### src/rtl/vector_rf_wb_arbiter_pkg.sv
// Shared codes for the vector register-file write-back scheduler:
// RF command encodings, element data types, requester IDs and FSM states.
package vector_rf_wb_arbiter_pkg;

   localparam int VREG_IDX_W = 5;

   localparam logic [1:0] RF_NOP          = 2'b00;
   localparam logic [1:0] VECTOR_RF_WRITE = 2'b10;

   localparam logic [2:0] ONE_BYTE  = 3'd0;
   localparam logic [2:0] TWO_BYTE  = 3'd1;
   localparam logic [2:0] FOUR_BYTE = 3'd2;
   localparam logic [2:0] ONE_BIT   = 3'd3;

   localparam logic REQ_ALU = 1'b0;
   localparam logic REQ_LSU = 1'b1;

   typedef enum logic {
      ST_IDLE  = 1'b0,
      ST_WRITE = 1'b1
   } wb_state_e;

endpackage

### src/rtl/vector_rr_arb2.sv
// Two-way round-robin grant between the ALU and LSU write-back requesters.
// The previous winner is supplied by the caller, so this block is purely combinational.
module vector_rr_arb2
   import vector_rf_wb_arbiter_pkg::*;
(
   input  logic req_alu_i,
   input  logic req_lsu_i,
   input  logic last_grant_i,
   output logic gnt_valid_o,
   output logic gnt_id_o
);

   // On contention the requester that did not win last time goes first.
   always_comb begin
      gnt_valid_o = req_alu_i | req_lsu_i;
      gnt_id_o    = REQ_ALU;
      if (req_alu_i && req_lsu_i) begin
         gnt_id_o = ~last_grant_i;
      end else if (req_lsu_i) begin
         gnt_id_o = REQ_LSU;
      end
   end

endmodule

### src/rtl/vector_rf_wb_arbiter.sv
// Single-write-port scheduler for the vector register file: arbitrates ALU/LSU
// write-backs, drives one RF write per grant, and tracks pending writes for issue hazards.
module vector_rf_wb_arbiter
   import vector_rf_wb_arbiter_pkg::*;
#(
   parameter int VECTOR_SIZE = 8,
   parameter int DATA_LEN    = 32,
   parameter int NUM_VREG    = 32
) (
   input  logic                            clk,
   input  logic                            rst,
   input  logic                            rdy_in,
   input  logic                            issue_valid,
   output logic                            issue_ready,
   input  logic [VREG_IDX_W-1:0]           issue_rs1,
   input  logic [VREG_IDX_W-1:0]           issue_rs2,
   input  logic [VREG_IDX_W-1:0]           issue_rs3,
   input  logic [VREG_IDX_W-1:0]           issue_rd,
   input  logic                            issue_use_rs1,
   input  logic                            issue_use_rs2,
   input  logic                            issue_use_rs3,
   input  logic                            issue_wr_rd,
   input  logic                            alu_wb_valid,
   output logic                            alu_wb_ready,
   input  logic [VREG_IDX_W-1:0]           alu_wb_rd,
   input  logic [VECTOR_SIZE*DATA_LEN-1:0] alu_wb_data,
   input  logic [VECTOR_SIZE*DATA_LEN-1:0] alu_wb_mask,
   input  logic                            alu_wb_vm,
   input  logic [DATA_LEN-1:0]             alu_wb_length,
   input  logic [2:0]                      alu_wb_dtype,
   input  logic                            lsu_wb_valid,
   output logic                            lsu_wb_ready,
   input  logic [VREG_IDX_W-1:0]           lsu_wb_rd,
   input  logic [VECTOR_SIZE*DATA_LEN-1:0] lsu_wb_data,
   input  logic [VECTOR_SIZE*DATA_LEN-1:0] lsu_wb_mask,
   input  logic                            lsu_wb_vm,
   input  logic [DATA_LEN-1:0]             lsu_wb_length,
   input  logic [2:0]                      lsu_wb_dtype,
   output logic [1:0]                      rf_signal,
   output logic [VREG_IDX_W-1:0]           rf_rd,
   output logic [VECTOR_SIZE*DATA_LEN-1:0] rf_data,
   output logic [VECTOR_SIZE*DATA_LEN-1:0] rf_mask,
   output logic                            rf_vm,
   output logic [DATA_LEN-1:0]             rf_length,
   output logic [2:0]                      rf_dtype,
   output logic                            rf_wb_en,
   output logic [NUM_VREG-1:0]             busy_vec,
   output logic                            wb_err
);

   localparam int VW = VECTOR_SIZE * DATA_LEN;

   wb_state_e             state_q, state_d;
   logic [NUM_VREG-1:0]   busy_q, busy_d;
   logic                  last_grant_q, last_grant_d;
   logic                  err_q, err_d;
   logic                  rf_wb_en_q, rf_wb_en_d;
   logic [1:0]            rf_signal_q, rf_signal_d;
   logic [VREG_IDX_W-1:0] rf_rd_q, rf_rd_d;
   logic [VW-1:0]         rf_data_q, rf_data_d;
   logic [VW-1:0]         rf_mask_q, rf_mask_d;
   logic                  rf_vm_q, rf_vm_d;
   logic [DATA_LEN-1:0]   rf_length_q, rf_length_d;
   logic [2:0]            rf_dtype_q, rf_dtype_d;

   logic gnt_valid;
   logic gnt_id;
   logic accept;
   logic commit;
   logic hazard;
   logic issue_fire;

   vector_rr_arb2 u_arb (
      .req_alu_i    (alu_wb_valid),
      .req_lsu_i    (lsu_wb_valid),
      .last_grant_i (last_grant_q),
      .gnt_valid_o  (gnt_valid),
      .gnt_id_o     (gnt_id)
   );

   // Hazards use the registered scoreboard only, so a register cleared this
   // cycle still stalls its consumer until the next one.
   assign hazard = (issue_use_rs1 & busy_q[issue_rs1]) |
                   (issue_use_rs2 & busy_q[issue_rs2]) |
                   (issue_use_rs3 & busy_q[issue_rs3]) |
                   (issue_wr_rd   & busy_q[issue_rd]);
   assign issue_ready = rdy_in & ~hazard;
   assign issue_fire  = issue_valid & issue_ready & issue_wr_rd;

   assign accept       = rdy_in & (state_q == ST_IDLE) & gnt_valid;
   assign commit       = rdy_in & (state_q == ST_WRITE);
   assign alu_wb_ready = accept & (gnt_id == REQ_ALU);
   assign lsu_wb_ready = accept & (gnt_id == REQ_LSU);

   always_comb begin
      state_d      = state_q;
      busy_d       = busy_q;
      last_grant_d = last_grant_q;
      err_d        = err_q;
      rf_wb_en_d   = rf_wb_en_q;
      rf_signal_d  = rf_signal_q;
      rf_rd_d      = rf_rd_q;
      rf_data_d    = rf_data_q;
      rf_mask_d    = rf_mask_q;
      rf_vm_d      = rf_vm_q;
      rf_length_d  = rf_length_q;
      rf_dtype_d   = rf_dtype_q;

      case (state_q)
         ST_IDLE: begin
            if (accept) begin
               state_d      = ST_WRITE;
               last_grant_d = gnt_id;
               rf_wb_en_d   = 1'b1;
               rf_signal_d  = VECTOR_RF_WRITE;
               if (gnt_id == REQ_ALU) begin
                  rf_rd_d     = alu_wb_rd;
                  rf_data_d   = alu_wb_data;
                  rf_mask_d   = alu_wb_mask;
                  rf_vm_d     = alu_wb_vm;
                  rf_length_d = alu_wb_length;
                  rf_dtype_d  = alu_wb_dtype;
               end else begin
                  rf_rd_d     = lsu_wb_rd;
                  rf_data_d   = lsu_wb_data;
                  rf_mask_d   = lsu_wb_mask;
                  rf_vm_d     = lsu_wb_vm;
                  rf_length_d = lsu_wb_length;
                  rf_dtype_d  = lsu_wb_dtype;
               end
            end
         end
         ST_WRITE: begin
            if (commit) begin
               state_d     = ST_IDLE;
               rf_wb_en_d  = 1'b0;
               rf_signal_d = RF_NOP;
               err_d       = err_q | ~busy_q[rf_rd_q];
               busy_d[rf_rd_q] = 1'b0;
            end
         end
         default: state_d = ST_IDLE;
      endcase

      // Issue never targets a busy register, so this set cannot collide with the clear above.
      if (issue_fire) begin
         busy_d[issue_rd] = 1'b1;
      end
   end

   always_ff @(posedge clk or negedge rst) begin
      if (!rst) begin
         state_q      <= ST_IDLE;
         busy_q       <= '0;
         last_grant_q <= REQ_LSU;
         err_q        <= 1'b0;
         rf_wb_en_q   <= 1'b0;
         rf_signal_q  <= RF_NOP;
         rf_rd_q      <= '0;
         rf_data_q    <= '0;
         rf_mask_q    <= '0;
         rf_vm_q      <= 1'b0;
         rf_length_q  <= '0;
         rf_dtype_q   <= '0;
      end else begin
         state_q      <= state_d;
         busy_q       <= busy_d;
         last_grant_q <= last_grant_d;
         err_q        <= err_d;
         rf_wb_en_q   <= rf_wb_en_d;
         rf_signal_q  <= rf_signal_d;
         rf_rd_q      <= rf_rd_d;
         rf_data_q    <= rf_data_d;
         rf_mask_q    <= rf_mask_d;
         rf_vm_q      <= rf_vm_d;
         rf_length_q  <= rf_length_d;
         rf_dtype_q   <= rf_dtype_d;
      end
   end

   assign busy_vec  = busy_q;
   assign wb_err    = err_q;
   assign rf_wb_en  = rf_wb_en_q;
   assign rf_signal = rf_signal_q;
   assign rf_rd     = rf_rd_q;
   assign rf_data   = rf_data_q;
   assign rf_mask   = rf_mask_q;
   assign rf_vm     = rf_vm_q;
   assign rf_length = rf_length_q;
   assign rf_dtype  = rf_dtype_q;

endmodule

### config.mk
export PLATFORM = sky130hd
export DESIGN_NAME = vector_rf_wb_arbiter
export DESIGN_NICKNAME = d
export VERILOG_FILES = /design/src/rtl/vector_rf_wb_arbiter_pkg.sv /design/src/rtl/vector_rr_arb2.sv /design/src/rtl/vector_rf_wb_arbiter.sv
export SDC_FILE = /design/constraint.sdc
export NUM_CORES = 1
export LEC_CHECK = 0
export ABC_AREA = 1
export CORE_AREA = 3 3 676 678
export DETAILED_ROUTE_END_ITERATION = 8
export DIE_AREA = 0 0 679 681
export PLACE_DENSITY = 0.3
export SYNTH_ARGS = -nofsm -noshare
export SYNTH_HDL_FRONTEND = slang
export SYNTH_HIERARCHICAL = 1
export SYNTH_SLANG_ARGS = --single-unit
### constraint.sdc
create_clock -name clk -period 5.1 [get_ports clk]
set_clock_uncertainty 0.15 [all_clocks]
set_input_delay 1.02 -clock clk [delete_from_list [all_inputs] [get_ports clk]]
set_output_delay 1.02 -clock clk [all_outputs]
set_load 0.01 [all_outputs]
==> results of run 1 <==
==> logic make-up (layout without fill, tap and decap cells) <==
family,count (synthesis),in the layout
AO/OA/AOI/OAI,77,77
buffers and inverters,264,2007
flip-flops,589,589
other,1,26
AND/OR/NAND/NOR,2597,2597
==> metrics by stage <==
stage | cell area, sq um | total power, mW | std cells | hold WS (ns) | util
2_1_floorplan | 27200 | 8.75 | 3528 | 0.298 | -
3_3_place_gp | 51700 | 16.6 | 11084 | 0.329 | 0.114
3_5_place_dp | 51700 | 16.5 | 11084 | 0.332 | 0.114
4_1_cts | 54700 | 23.4 | 11247 | 0.103 | 0.121
5_1_grt | 54700 | 23.9 | 11252 | 0.126 | 0.121
6_report | 54800 | 22.6 | 11272 | 0.172 | 0.121
==> layout by cell type (no fill, tap or decap), types with 3 or more instances in the layout <==
cell / n
o21ai_1: 8
clkbuf_1: 20
clkinvlp_4: 4
nand3_2: 30
inv_1: 45
a22oi_1: 14
diode_2: 25
nand4_1: 3
clkdlybuf4s50_1: 1720
dfrtp_1: 588
o211ai_1: 5
nand2_2: 3
buf_4: 51
buf_12: 16
a21oi_1: 13
clkbuf_16: 95
nor3_1: 13
o21ai_0: 36
nand2_1: 1858
nor2_1: 40
clkinv_4: 5
clkinv_2: 12
nand3_1: 642
inv_4: 3
clkbuf_8: 23
inv_2: 4
==> final timing paths <==
check / from / end / slack, ns
max in group asynchronous: rst / rf_data[46]$_DFFE_PN0P_ / 3.19
worst min-delay path: rst / rf_data[185]$_DFFE_PN0P_ / 0.17
worst min register to register: rf_data[179]$_DFFE_PN0P_ / rf_data[179]$_DFFE_PN0P_ / 0.35
min in group clk: rf_data[179]$_DFFE_PN0P_ / rf_data[179]$_DFFE_PN0P_ / 0.35
worst max-delay path: issue_rs2[0] / issue_ready / 0.67
worst max register to register: state_q$_DFF_PN0_ / rf_data[78]$_DFFE_PN0P_ / 2.10
==> cells in the mapped netlist <==
master    number  area [sq um]
dfstp_2        1          26.3
a221oi_1       1          8.76
buf_4          6          45.0
nor3_1        13          65.1
o211ai_1       5          37.5
o21ai_1        8          40.0
buf_1          8          30.0
nand3_2       30           300
nor2_1        41           154
nand2_4        2          22.5
nand3_1      643          3220
inv_4          3          18.8
o21ai_0       36           180
dfrtp_1      588         14700
a21oi_1       13          65.1
nor2_8         1          20.0
buf_6         13           146
conb_1         1          3.75
nand2_1     1858          6970
nand3_4        1          17.5
a22oi_1       14           105
nor4_1         1          6.26
inv_1         45           169
clkbuf_1     148           556
inv_2          5          18.8
inv_6          1          8.76
nand4_1        3          18.8
nand2_2        3          18.8
or2_1          1          6.26
clkinv_1       2          7.51
buf_2         30           150
buf_12         3          60.1
==> metal layers <==
metal	wire, microns	global-route usage
met5	211	0
met4	9660	0.0326
met3	36000	0.0640
met2	164000	0.243
met1	123000	0.150
==> area by class of cell <==
cell class                      count  area [sq um]  share of cell area
Inverter                           56           230             0.00420
Tap cell                         5976          7480               0.137
Clock inverter                     25           254             0.00464
Sequential cell                   589         14700               0.269
Multi-Input combinational cell   2675         11300               0.206
Antenna cell                       25          62.6             0.00114
Timing Repair Buffer             1788         17900               0.328
Clock buffer                      138          2770              0.0506
==> power by group <==
group	switching (mW)	leakage, nW	internal, mW	total [mW]
Combinational	5.41	12.7	3.50	8.91
Sequential	1.29	7.34	5.86	7.14
Clock	2.72	1.48	3.85	6.57
Total	9.42	21.5	13.2	22.6
==> state kept, by name (all words and copies together) (netlist names) <==
signal	flops
rf_length	32
rf_rd	5
rf_dtype	3
rf_data	256
rf_mask	256
rf_signal	1
last_grant_q	1
state_q	1
rf_vm	1
busy_vec	32
wb_err	1
==> flow_summary.json, run 1 <==
{
  "num_vias": 33099,
  "critPathBufInv": 3,
  "worst_hold_path_type": "in -> async",
  "netlist_area_sq_mm": 0.0272,
  "syn_inst": 3528,
  "finalCriticalPeriod_ns": 4.43,
  "syn_to_final_growth_pct": 101,
  "postRouteAntennaNets": 0,
  "wl_microns": 333000,
  "status": "complete, no violations",
  "synth.net_count": 4664,
  "grt_util_all_layers": 0.138,
  "finalSetupTns_ns": 0,
  "worst_pin_slew_ns": 1.18,
  "critPathSlowestCell": "clkdlybuf4s50_1",
  "cts.sinks": 589,
  "cts_setup_buffers": 0,
  "vdd_drop_max_mv": 0.217,
  "cts_max_level": 3,
  "maxSlewViolCount": 0,
  "drive_gt1_frac": 0.0493,
  "fmax_mhz": 225,
  "port_buffers": 1726,
  "cts_tree": "done",
  "dieArea_sq_mm": 0.462,
  "critical_path_required_ns": 3.93,
  "clockBufferDepth": 4,
  "crit_family": "buffers and inverters",
  "pre_cts_ws_ns": 0.692,
  "p_leak_nw": 21.5,
  "yosys.area_share.adder": 0,
  "cpPeakStageDelay_ns": 0.96,
  "clock_tree.root_cell": "clkbuf_16",
  "synth_top_family_by_area": "simple AND/OR/NAND/NOR gates",
  "row_count": 247,
  "cp.arrival_ns": 3.26,
  "crit_cells": 12,
  "grt_overflow_total": 0,
  "ff2ff_path_depth": 7,
  "grt_max_degree": 147,
  "worst_slack_ns": 0.665,
  "via_per_inst": 2.94,
  "gp_congestion": 0.925,
  "grt_pass1_wl_microns": 411000,
  "clk_pin_slew_ns": 0.05,
  "dp_hpwl_microns": 288000,
  "endpoint_kind": "primary output",
  "wire_per_inst_microns": 29.6,
  "seq_area_frac_synth": 0.542,
  "synth_compound_area_frac": 0.0160,
  "grt_pass1_vias": 34324,
  "cts_resized": 0,
  "first_pass_iters": 7,
  "muxShareOfSynthArea": 0,
  "yosysWarnings": 6,
  "nets": 6341,
  "syn_area_per_cell_sq_um": 7.71,
  "max_cap_violations": 0,
  "timing.slew.headroom": 0.213,
  "synth-seq-cells": 589,
  "crit_chain": "clkdlybuf4s50_1 > inv_4 > nand2_1 > nand3_1 > nand3_1 > nand2_1 > a21oi_1 > nand2_1 > nand3_1 > nand2_2 > nor2_8 > buf_12",
  "initial_core_util": 0.0602,
  "critPathMaxFanout": 19,
  "rsz0062_at_grt": "no",
  "yosysUniqueCellTypes": 32,
  "die_w_microns": 679,
  "fillers": 52171,
  "die_y_microns": 681,
  "drc_errors": 0,
  "start_kind": "input pin",
  "power_density_mw_per_mm2": 413,
  "timing.final.crit_share": 0.870,
  "yosys.area_share.xor_xnor": 0,
  "hold_violations": 0,
  "cts_hold_buf": 0,
  "drt_iter0_drc": 2470,
  "ios": 1728,
  "finalSetupViolations": 0,
  "core_area_sq_mm": 0.452,
  "clk_latency_ns": 0.81,
  "antenna_found_initial": 87,
  "cts_buffers": 95,
  "synth-simple-area-share": 0.398,
  "crit_type": "in -> out"
}
Note: power is estimated with default switching activity, not from simulation.
==> run 2: changes to the inputs <==
CAP_MARGIN = 10   (was default)
==> results of run 2 <==
Final layout, timing and power as in run 1 (identical DEF).
